File: src/rtl/screen_pkg.sv
// Shared types and constants for the 40x30 character screen update path.
package screen_pkg;

    localparam int unsigned SCREEN_COLS = 40;
    localparam int unsigned SCREEN_ROWS = 30;
    localparam int unsigned NCELLS      = SCREEN_COLS * SCREEN_ROWS;
    localparam int unsigned ABITS       = 11;
    localparam int unsigned CBITS       = 4;
    localparam int unsigned WR_BITS     = ABITS + CBITS;

    typedef enum logic [1:0] {
        IDLE,
        DRAIN,
        CLEAR
    } suc_state_t;

    typedef struct packed {
        logic [ABITS-1:0] addr;
        logic [CBITS-1:0] code;
    } char_wr_t;

    // True when an address names a visible cell.
    function automatic logic on_screen(input logic [ABITS-1:0] a);
        return (a < ABITS'(NCELLS));
    endfunction

endpackage

File: src/rtl/char_write_fifo.sv
// Synchronous FIFO buffering CPU character writes until vertical blank.
module char_write_fifo #(
    parameter int unsigned DEPTH = 8,
    parameter int unsigned WIDTH = 15
) (
    input  logic                     clock,
    input  logic                     reset,
    input  logic                     push,
    input  logic                     pop,
    input  logic [WIDTH-1:0]         wdata,
    output logic [WIDTH-1:0]         rdata,
    output logic                     full,
    output logic                     empty,
    output logic [$clog2(DEPTH):0]   count
);

    localparam int unsigned AW = $clog2(DEPTH);
    localparam int unsigned CW = AW + 1;

    logic [WIDTH-1:0] mem [DEPTH];
    logic [AW-1:0]    wr_ptr;
    logic [AW-1:0]    rd_ptr;
    logic             do_push;
    logic             do_pop;

    assign full    = (count == CW'(DEPTH));
    assign empty   = (count == '0);
    assign do_push = push && !full;
    assign do_pop  = pop && !empty;
    assign rdata   = mem[rd_ptr];

    always_ff @(posedge clock) begin
        if (reset) begin
            wr_ptr <= '0;
            rd_ptr <= '0;
            count  <= '0;
        end else begin
            if (do_push) wr_ptr <= wr_ptr + AW'(1);
            if (do_pop)  rd_ptr <= rd_ptr + AW'(1);
            if (do_push && !do_pop)      count <= count + CW'(1);
            else if (do_pop && !do_push) count <= count - CW'(1);
        end
    end

    // Storage needs no reset; pointers and count define validity.
    always_ff @(posedge clock) begin
        if (do_push) mem[wr_ptr] <= wdata;
    end

endmodule

File: src/rtl/screen_update_controller.sv
// Commits buffered CPU writes and whole-screen clears only during vertical blank.
module screen_update_controller
    import screen_pkg::*;
#(
    parameter int unsigned DEPTH = 8
) (
    input  logic                   clock,
    input  logic                   reset,
    input  logic                   vblank,
    input  logic                   wr_valid,
    output logic                   wr_ready,
    input  logic [ABITS-1:0]       wr_addr,
    input  logic [CBITS-1:0]       wr_char,
    input  logic                   clr_req,
    input  logic [CBITS-1:0]       clr_char,
    output logic                   smem_we,
    output logic [ABITS-1:0]       smem_addr,
    output logic [CBITS-1:0]       smem_wdata,
    output logic                   busy,
    output logic [$clog2(DEPTH):0] fifo_count
);

    localparam int unsigned CW = $clog2(DEPTH) + 1;

    suc_state_t       state;
    suc_state_t       state_nxt;
    logic             clear_pending;
    logic [CBITS-1:0] fill_char;
    logic [ABITS-1:0] counter;
    logic             full;
    logic             empty;
    logic             push;
    logic             pop;
    logic             clr_done;
    logic             cnt_inc;
    char_wr_t         wr_entry;
    char_wr_t         head;

    assign wr_entry = '{addr: wr_addr, code: wr_char};
    assign wr_ready = !full;
    assign push     = wr_valid && wr_ready;
    assign busy     = clear_pending || (fifo_count != '0);

    char_write_fifo #(
        .DEPTH (DEPTH),
        .WIDTH (WR_BITS)
    ) u_fifo (
        .clock (clock),
        .reset (reset),
        .push  (push),
        .pop   (pop),
        .wdata (wr_entry),
        .rdata (head),
        .full  (full),
        .empty (empty),
        .count (fifo_count)
    );

    always_ff @(posedge clock) begin
        if (reset) begin
            state <= IDLE;
        end else begin
            state <= state_nxt;
        end
    end

    // Next state, FIFO pop and the screen-memory write port.
    always_comb begin
        state_nxt  = state;
        pop        = 1'b0;
        clr_done   = 1'b0;
        cnt_inc    = 1'b0;
        smem_we    = 1'b0;
        smem_addr  = '0;
        smem_wdata = '0;
        case (state)
            IDLE: begin
                if (clear_pending)  state_nxt = CLEAR;
                else if (!empty)    state_nxt = DRAIN;
            end
            DRAIN: begin
                // A pending clear preempts at the entry boundary, before any pop.
                if (clear_pending) begin
                    state_nxt = CLEAR;
                end else if (empty) begin
                    state_nxt = IDLE;
                end else if (vblank) begin
                    pop = 1'b1;
                    if (on_screen(head.addr)) begin
                        smem_we    = 1'b1;
                        smem_addr  = head.addr;
                        smem_wdata = head.code;
                    end
                    if ((fifo_count == CW'(1)) && !push) state_nxt = IDLE;
                end
            end
            CLEAR: begin
                if (vblank) begin
                    smem_we    = 1'b1;
                    smem_addr  = counter;
                    smem_wdata = fill_char;
                    if (counter == ABITS'(NCELLS - 1)) begin
                        clr_done  = 1'b1;
                        state_nxt = IDLE;
                    end else begin
                        cnt_inc = 1'b1;
                    end
                end
            end
            default: state_nxt = IDLE;
        endcase
    end

    // Clear bookkeeping: a request while one is pending is ignored.
    always_ff @(posedge clock) begin
        if (reset) begin
            clear_pending <= 1'b0;
            fill_char     <= '0;
            counter       <= '0;
        end else begin
            if (clr_done)     counter <= '0;
            else if (cnt_inc) counter <= counter + ABITS'(1);

            if (clr_done) begin
                clear_pending <= 1'b0;
            end else if (clr_req && !clear_pending) begin
                clear_pending <= 1'b1;
                fill_char     <= clr_char;
            end
        end
    end

endmodule

File: config.mk
export PLATFORM = sky130hd
export DESIGN_NAME = screen_update_controller
export DESIGN_NICKNAME = d
export VERILOG_FILES = /design/src/rtl/screen_pkg.sv /design/src/rtl/char_write_fifo.sv /design/src/rtl/screen_update_controller.sv
export SDC_FILE = /design/constraint.sdc
export NUM_CORES = 1
export LEC_CHECK = 0
export BUFFER_PORTS_ARGS = -buffer_cell sky130_fd_sc_hd__buf_4
export CAP_MARGIN = 25
export CELL_PAD_IN_SITES_DETAIL_PLACEMENT = 0
export CELL_PAD_IN_SITES_GLOBAL_PLACEMENT = 1
export CORE_MARGIN = 1
export CORE_UTILIZATION = 36
export DETAILED_ROUTE_END_ITERATION = 6
export PLACE_DENSITY = 0.63
export SLEW_MARGIN = 20
export SYNTH_ARGS = -nofsm -noshare
export SYNTH_HDL_FRONTEND = slang
export SYNTH_SLANG_ARGS = --single-unit
File: constraint.sdc
create_clock -name clock -period 2.5 [get_ports clock]
set_input_delay 0 -clock clock [delete_from_list [all_inputs] [get_ports clock]]
set_output_delay 0 -clock clock [all_outputs]
set_load 0.01 [all_outputs]
Yosys cells after proc, flatten, opt, wreduce, memory -nomap -nowiden. Memory sizes are Yosys's and may differ from the RTL's. A register that Yosys moved wholly into a read port is not among the register bits. Index checks and enable logic that the tools add are counted.

Word-level logic and storage cells: 88. Bits in latches: 0. Memory bits (read-only): 0. Bits in writable memories: 120. Memories kept: 1. Input bits: 24. Bits in registers: 28.

Add/sub/neg operators: 5. Equality and inequality tests: 10. Div/mod/pow operators: 0. Reductions and logical operators: 21. Bitwise gates (word level): 1. $lt $le $gt $ge: 1. Multipliers: 0. Mux-type cells: 42. Shift operators: 0.

Memories: u_fifo.mem (words 8, width 15, read ports 1, clocked after memory_dff 1, wr ports 1, line char_write_fifo.sv:20) `logic [WIDTH-1:0] mem [DEPTH];`.

Operators by type and width (number): 11-bit two-way mux (5); 4-bit two-way mux (7); 11-bit one-hot mux with 2 select lines (1); 1-bit two-way mux (16); 2-bit two-way mux (8); 11-bit by 1-bit adder with 11-bit output, second input constant (1); 11-bit equality test, second input constant (1); 11-bit < comparator, second input constant (1); 4-bit != test, second input constant (2); 4-bit one-hot mux with 2 select lines (1); 1-bit logical AND (7); 3-bit by 1-bit adder with 3-bit output, second input constant (2); 1-bit logical NOT (6); 3-bit two-way mux (2); 2-bit one-hot mux with 3 select lines (1); 5-bit AND reduction (1); 4-bit by 1-bit adder with 4-bit output, second input constant (1); 4-bit by 1-bit equality test with 1-bit output, second input constant (1); 4-bit equality test, second input constant (1); 4-bit logical NOT (1); 2-bit != test, second input constant (2); 4-bit nonzero test (1); 4-bit by 1-bit subtractor with 4-bit output, second input constant (1); 3-bit != test, second input constant (1); 9 further kinds (9).

Logic depth before layout (Yosys ltp).
Depth after elaboration: 10. Depth in mapped cells: 11. Mapped depth without buffers: 10.

By module. A second synthesis with hierarchy kept.

Cells, all modules: 381. Area, all modules: 6307.3 um2.

Modules (own cells, without submodules): char_write_fifo (area an instance 5152.4 um2, times used 1, cells each 246, seq. area each 3863.7 um2); screen_update_controller (area an instance 1154.9 um2, times used 1, cells each 135, seq. area each 360.3 um2).

Worst setup path after synthesis. Ideal clock, no wire load.

Kind: reg-to-reg. Start: register u_fifo.count[0]. End: memory u_fifo.mem[0][0] (enable). Clock period less this slack: 2.846 ns. Stages on the path, launching flop included: 8. Required time: 2.094 ns. Data arrival time: 2.440 ns. Setup time: 0.406 ns. Buffers on the path: 1. Slack: -0.346 ns. Path through: dfxtp_1 -> inv_1 -> ha_1 -> nand3b_1 -> and2_1 -> clkbuf_1 -> nand2b_1 -> nor3_1.

Word-level cells in the longest chain between the ends: 6.

Ends and longest elaborated chain: from (decl) (line char_write_fifo.sv:14) `output logic [$clog2(DEPTH):0] count`; from (signal assigned) (line char_write_fifo.sv:40) `if (do_push && !do_pop) count <= count + CW'(1);`; from (signal assigned) (line char_write_fifo.sv:41) `else if (do_pop && !do_push) count <= count - CW'(1);`; 4-bit equality test (*) (line char_write_fifo.sv:26) `assign full = (count == CW'(DEPTH));`; 1-bit logical NOT (*) (line screen_update_controller.sv:40) `assign wr_ready = !full;`; net wr_ready (line screen_update_controller.sv:11) `output logic wr_ready,`; 1-bit logical AND (line screen_update_controller.sv:41) `assign push = wr_valid && wr_ready;`; 1-bit logical AND (*) (line char_write_fifo.sv:28) `assign do_push = push && !full;`; net u_fifo.do_push (line char_write_fifo.sv:23) `logic do_push;`; 1-bit two-way mux (*) (line char_write_fifo.sv:47) `if (do_push) mem[wr_ptr] <= wdata;`; 1-bit two-way mux (not written as such) (*) (line char_write_fifo.sv:47); to (decl) (line char_write_fifo.sv:20).

The timed path passes the listed nets; every way through them passes the cells marked *.

==> summary.md <==
| Metric | Value |
|---|---|
| Placed insts | `693` |
| Die Ht | `approximately 140 µm` |
| Status | `finished, violations left` |
| Final hold vios | `0` |
| Area of the core | `about 0.017 mm²` |
| DP HPWL | `9220 µm` |
| CP max stage cell | `nor4b_4` |
| Pre-antenna DRT Iters | `4` |
| Worst reg2reg path endpoint | `fill_char[1]` |
| FF-to-FF setup slack | `180 ps` |
| Gr busiest metal | `met2` |
| Yosys reg bits | `151` |
| Layout cells sized above 1 | `35.6%` |
| Design Area, Final | `0.00849 mm²` |
| DRC errors left | `0` |
| Vias per cell | `a little over 5` |
| Combinational fraction of design power | `18.6%` |
| FFs w/ async S/R, synth | `0%` |
| Die area | `0.0186 mm²` |
| Net count after synthesis | `449` |
| Clk Latency, worst-skew pair | `slightly above 400 ps` |
| Minimum clock period after layout | `2550 ps` |
| Initial antenna violation count | `0` |
| Skew final | `9.66 ps` |
| N_diodes | `0` |
| Sequential-to-total area share from yosys stat | `64.9%` |
| Hold Path Class | `primary input to flop` |
| Setup TNS | `-387 ps` |
| Critical path, cell by cell | `buf_4, buf_12, mux4_2, a21oi_2, a21o_1, nor4b_4, buf_6, o31ai_2, buf_4` |
| Top Ports | `46` |
| Clock buffer depth | `2` |
| Most common cell in the netlist | `edfxtp_1` |
| Min Hold Slack | `74.5 ps` |
| WS Path Type | `flop to output port` |
| Switching share of power | `26.2%` |
| First-pass GRT wire length | `22800 µm` |
| Routability congestion estimate | `0.776` |
| Total GRT Usage | `~17%` |
| Starting Density | `37.3%` |
| Worst Hold Launch | `vblank` |
| Top cell type's share of synthesized area | `55.3%` |
| # fillers | `1498` |
| Maximum vdd drop | `406 µV` |
| Number of global-route vias before repair | `4027` |
| CTS Root Cell | `clkbuf_16` |
| Startpoint Class | `flop` |
| Max FO, Critical Path | `6` |
| Remaining Overflow, GRT | `0` |
| Highest clock rate | `~400 MHz` |
| CTS Buf Count | `17` |
| H-tree levels | `4` |
| Internal | `approximately 4.9 mW` |
| Hold path depth | `4` |
| Worst endpoint required time | `2500 ps` |
| Port Buffers | `45` |
| Met2 Usage GRT | `27.9%` |
| Met1 usage | `22.1%` |
| Critical Path AT | `about 2600 ps` |
| Yosys top cell by area | `edfxtp_1` |
| Row count | `48` |
| Worst Tran Pin Value | `582 ps` |
| Total of max-cap violations | `0` |
| Area of the mapped netlist | `about 0.0065 mm²` |
| Syn Inst Count | `415` |
| Power Density | `776 mW/mm²` |
| Final ANT Viol Nets | `0` |
| Slew Limit Fails | `0` |
| Final period utilization | `102%` |
| RSZ-0062 raised after global routing | `yes` |
| Syn Area/Cell | `15.7 µm²` |
| Clock share of power | `36.6%` |
| Most frequent CP cell | `buf_4` |
| Ranking of synthesized cells by area | `edfxtp_1 55%, dfxtp_1 9.5%, mux4_2 7.6%` |
| Sequential power share | `44.8%` |
| Initial DRC count | `307` |
| Routed length per instance | `approximately 19 µm` |
| Synthesis-to-layout area growth | `30.3%` |
| Failing checks | `negative setup slack` |
| Placement Cell Area | `approximately 0.0073 mm²` |
| Hold Crit Endpoint | `counter[0]` |
| Reg2reg path depth | `8` |
| Synth warnings | `0` |
| CP Capture Type | `output port` |
| Core Util, Final | `48.6%` |
| Final Setup Violations | `11` |
| Slew HR | `61.2%` |
| Total leakage power | `2.94 nW` |
| CTS sink cnt | `roughly 150` |
| Clock slew at reported path FFs | `60 ps` |
| GR Layer Usage met3 | `3.41%` |
| Library cells used by synthesis | `57` |
| Crit path max-delay family | `buffers and inverters` |
| Min setup slack post-route | `-52.0 ps` |
| Largest net degree at the start of global routing | `24` |
| Final WL | `14900 µm` |
| Main synth FF type | `edfxtp_1` |
| Slowest cell delay on critical path | `430 ps` |
| Vias | `3973` |
| Reg2Reg Launch Point | `counter[0]` |
| Top cells by count, synth | `120 x edfxtp_1, 38 x nor2_1, 31 x dfxtp_1` |
| Net Switching | `1.73 mW` |
| CTS tree | `yes` |
| Final nets | `566` |
| Non-filler cells, final | `770` |
| Die X | `137 µm` |
| Worst Path Buf+Inv | `4` |
| Post-synth EDFFs | `120` |
## worst reg2reg max path, stage by stage (launching register included)
cell,delay (ps)
dfxtp_1,420
ha_1,230
and4b_1,220
nand3_1,190
o21ai_1,180
buf_4,180
mux2i_1,190
nor2_1,50
dlygate4sd3_1,560
## per-layer routing
layer | wire length [µm] | vias up
met5 | 0 | -
met2 | 7260 | 84
met4 | 249 | 0
li1 | - | 1854
met3 | 566 | 19
met1 | 6790 | 2016
## layout by cell type (no fill, tap or decap), types with 7 or more instances in the layout
master,count
edfxtp_1,120
buf_4,73
nor2_1,38
mux4_2,28
nand2_1,28
dfxtp_1,27
dlygate4sd3_1,25
clkbuf_16,17
mux2i_1,16
a21oi_1,11
ha_1,9
xor2_1,8
buf_6,8
buf_12,8
nand4_1,7
## cells by family (layout without fill, tap and decap cells)
family / after synthesis / after routing / synth area share, %
adder cells (fa/ha/maj): 10 / 10 / 1.92
buffers and inverters: 24 / 153 / 2.46
AND/OR/NAND/NOR: 117 / 117 / 8.93
XOR/XNOR: 13 / 13 / 1.75
multiplexers: 51 / 51 / 14.2
flip-flops: 151 / 151 / 64.9
AO/OA/AOI/OAI: 49 / 50 / 5.90
## registers in the layout, summed over array words and instances (netlist names), named ones only
register       count
state              2
u_fifo.mem       120
u_fifo.count       4
fill_char          4
u_fifo.rd_ptr      3
u_fifo.wr_ptr      3
counter           11
clear_pending      1
## timing repair
action,in CTS,in global routing
hold buffers,25,0
buffers inserted,9,9
endpoints found under the setup margin,16,19
cloned,2,0
pin swaps,12,14
gates resized for setup,35,30
hold endpoints to repair,145,0
## cell type report
cell class | instances | area, µm² | share of cell area, %
clock inverter | 14 | 126 | 1.49
clock buffer | 18 | 429 | 5.06
inverter | 5 | 18.8 | 0.221
sequential | 151 | 4240 | 49.9
tap | 225 | 282 | 3.32
timing repair buffer | 116 | 1080 | 12.7
multi-input combinational | 241 | 2310 | 27.3
## power groups by stage
stage | Clock (mW) | Sequential (mW) | Combinational [mW]
after floorplan | 0 | 2.99 | 0.632
after global routing | 2.55 | 2.97 | 1.34
final | 2.41 | 2.95 | 1.22
after CTS | 2.46 | 2.95 | 1.16
after detailed placement | 0 | 3.00 | 1.02
after global placement | 0 | 2.99 | 0.997
## metrics by stage
| step | total power [mW] | worst slack (ps) |
|---|---|---|
| after global placement | 3.99 | 114 |
| after floorplan | 3.62 | 8.92 |
| after global routing | 6.85 | -113 |
| after CTS | 6.57 | -67.4 |
| final | 6.58 | -52.0 |
| after detailed placement | 4.02 | 56.4 |
## worst max path at each step
stage                     from         endpoint  slack, ps  cells after the start
6_report                  flop     smem_addr[1]        -50                      9
5_1_grt                   flop     smem_addr[5]       -110                      9
4_1_cts                   flop    smem_wdata[2]        -70                      6
3_5_place_dp              flop     smem_addr[5]         60                      8
3_3_place_gp              flop     smem_addr[2]        110                      8
2_1_floorplan  u_fifo.count[0]  u_fifo.count[3]          9                     11
Note: power is estimated with default switching activity, not from simulation.
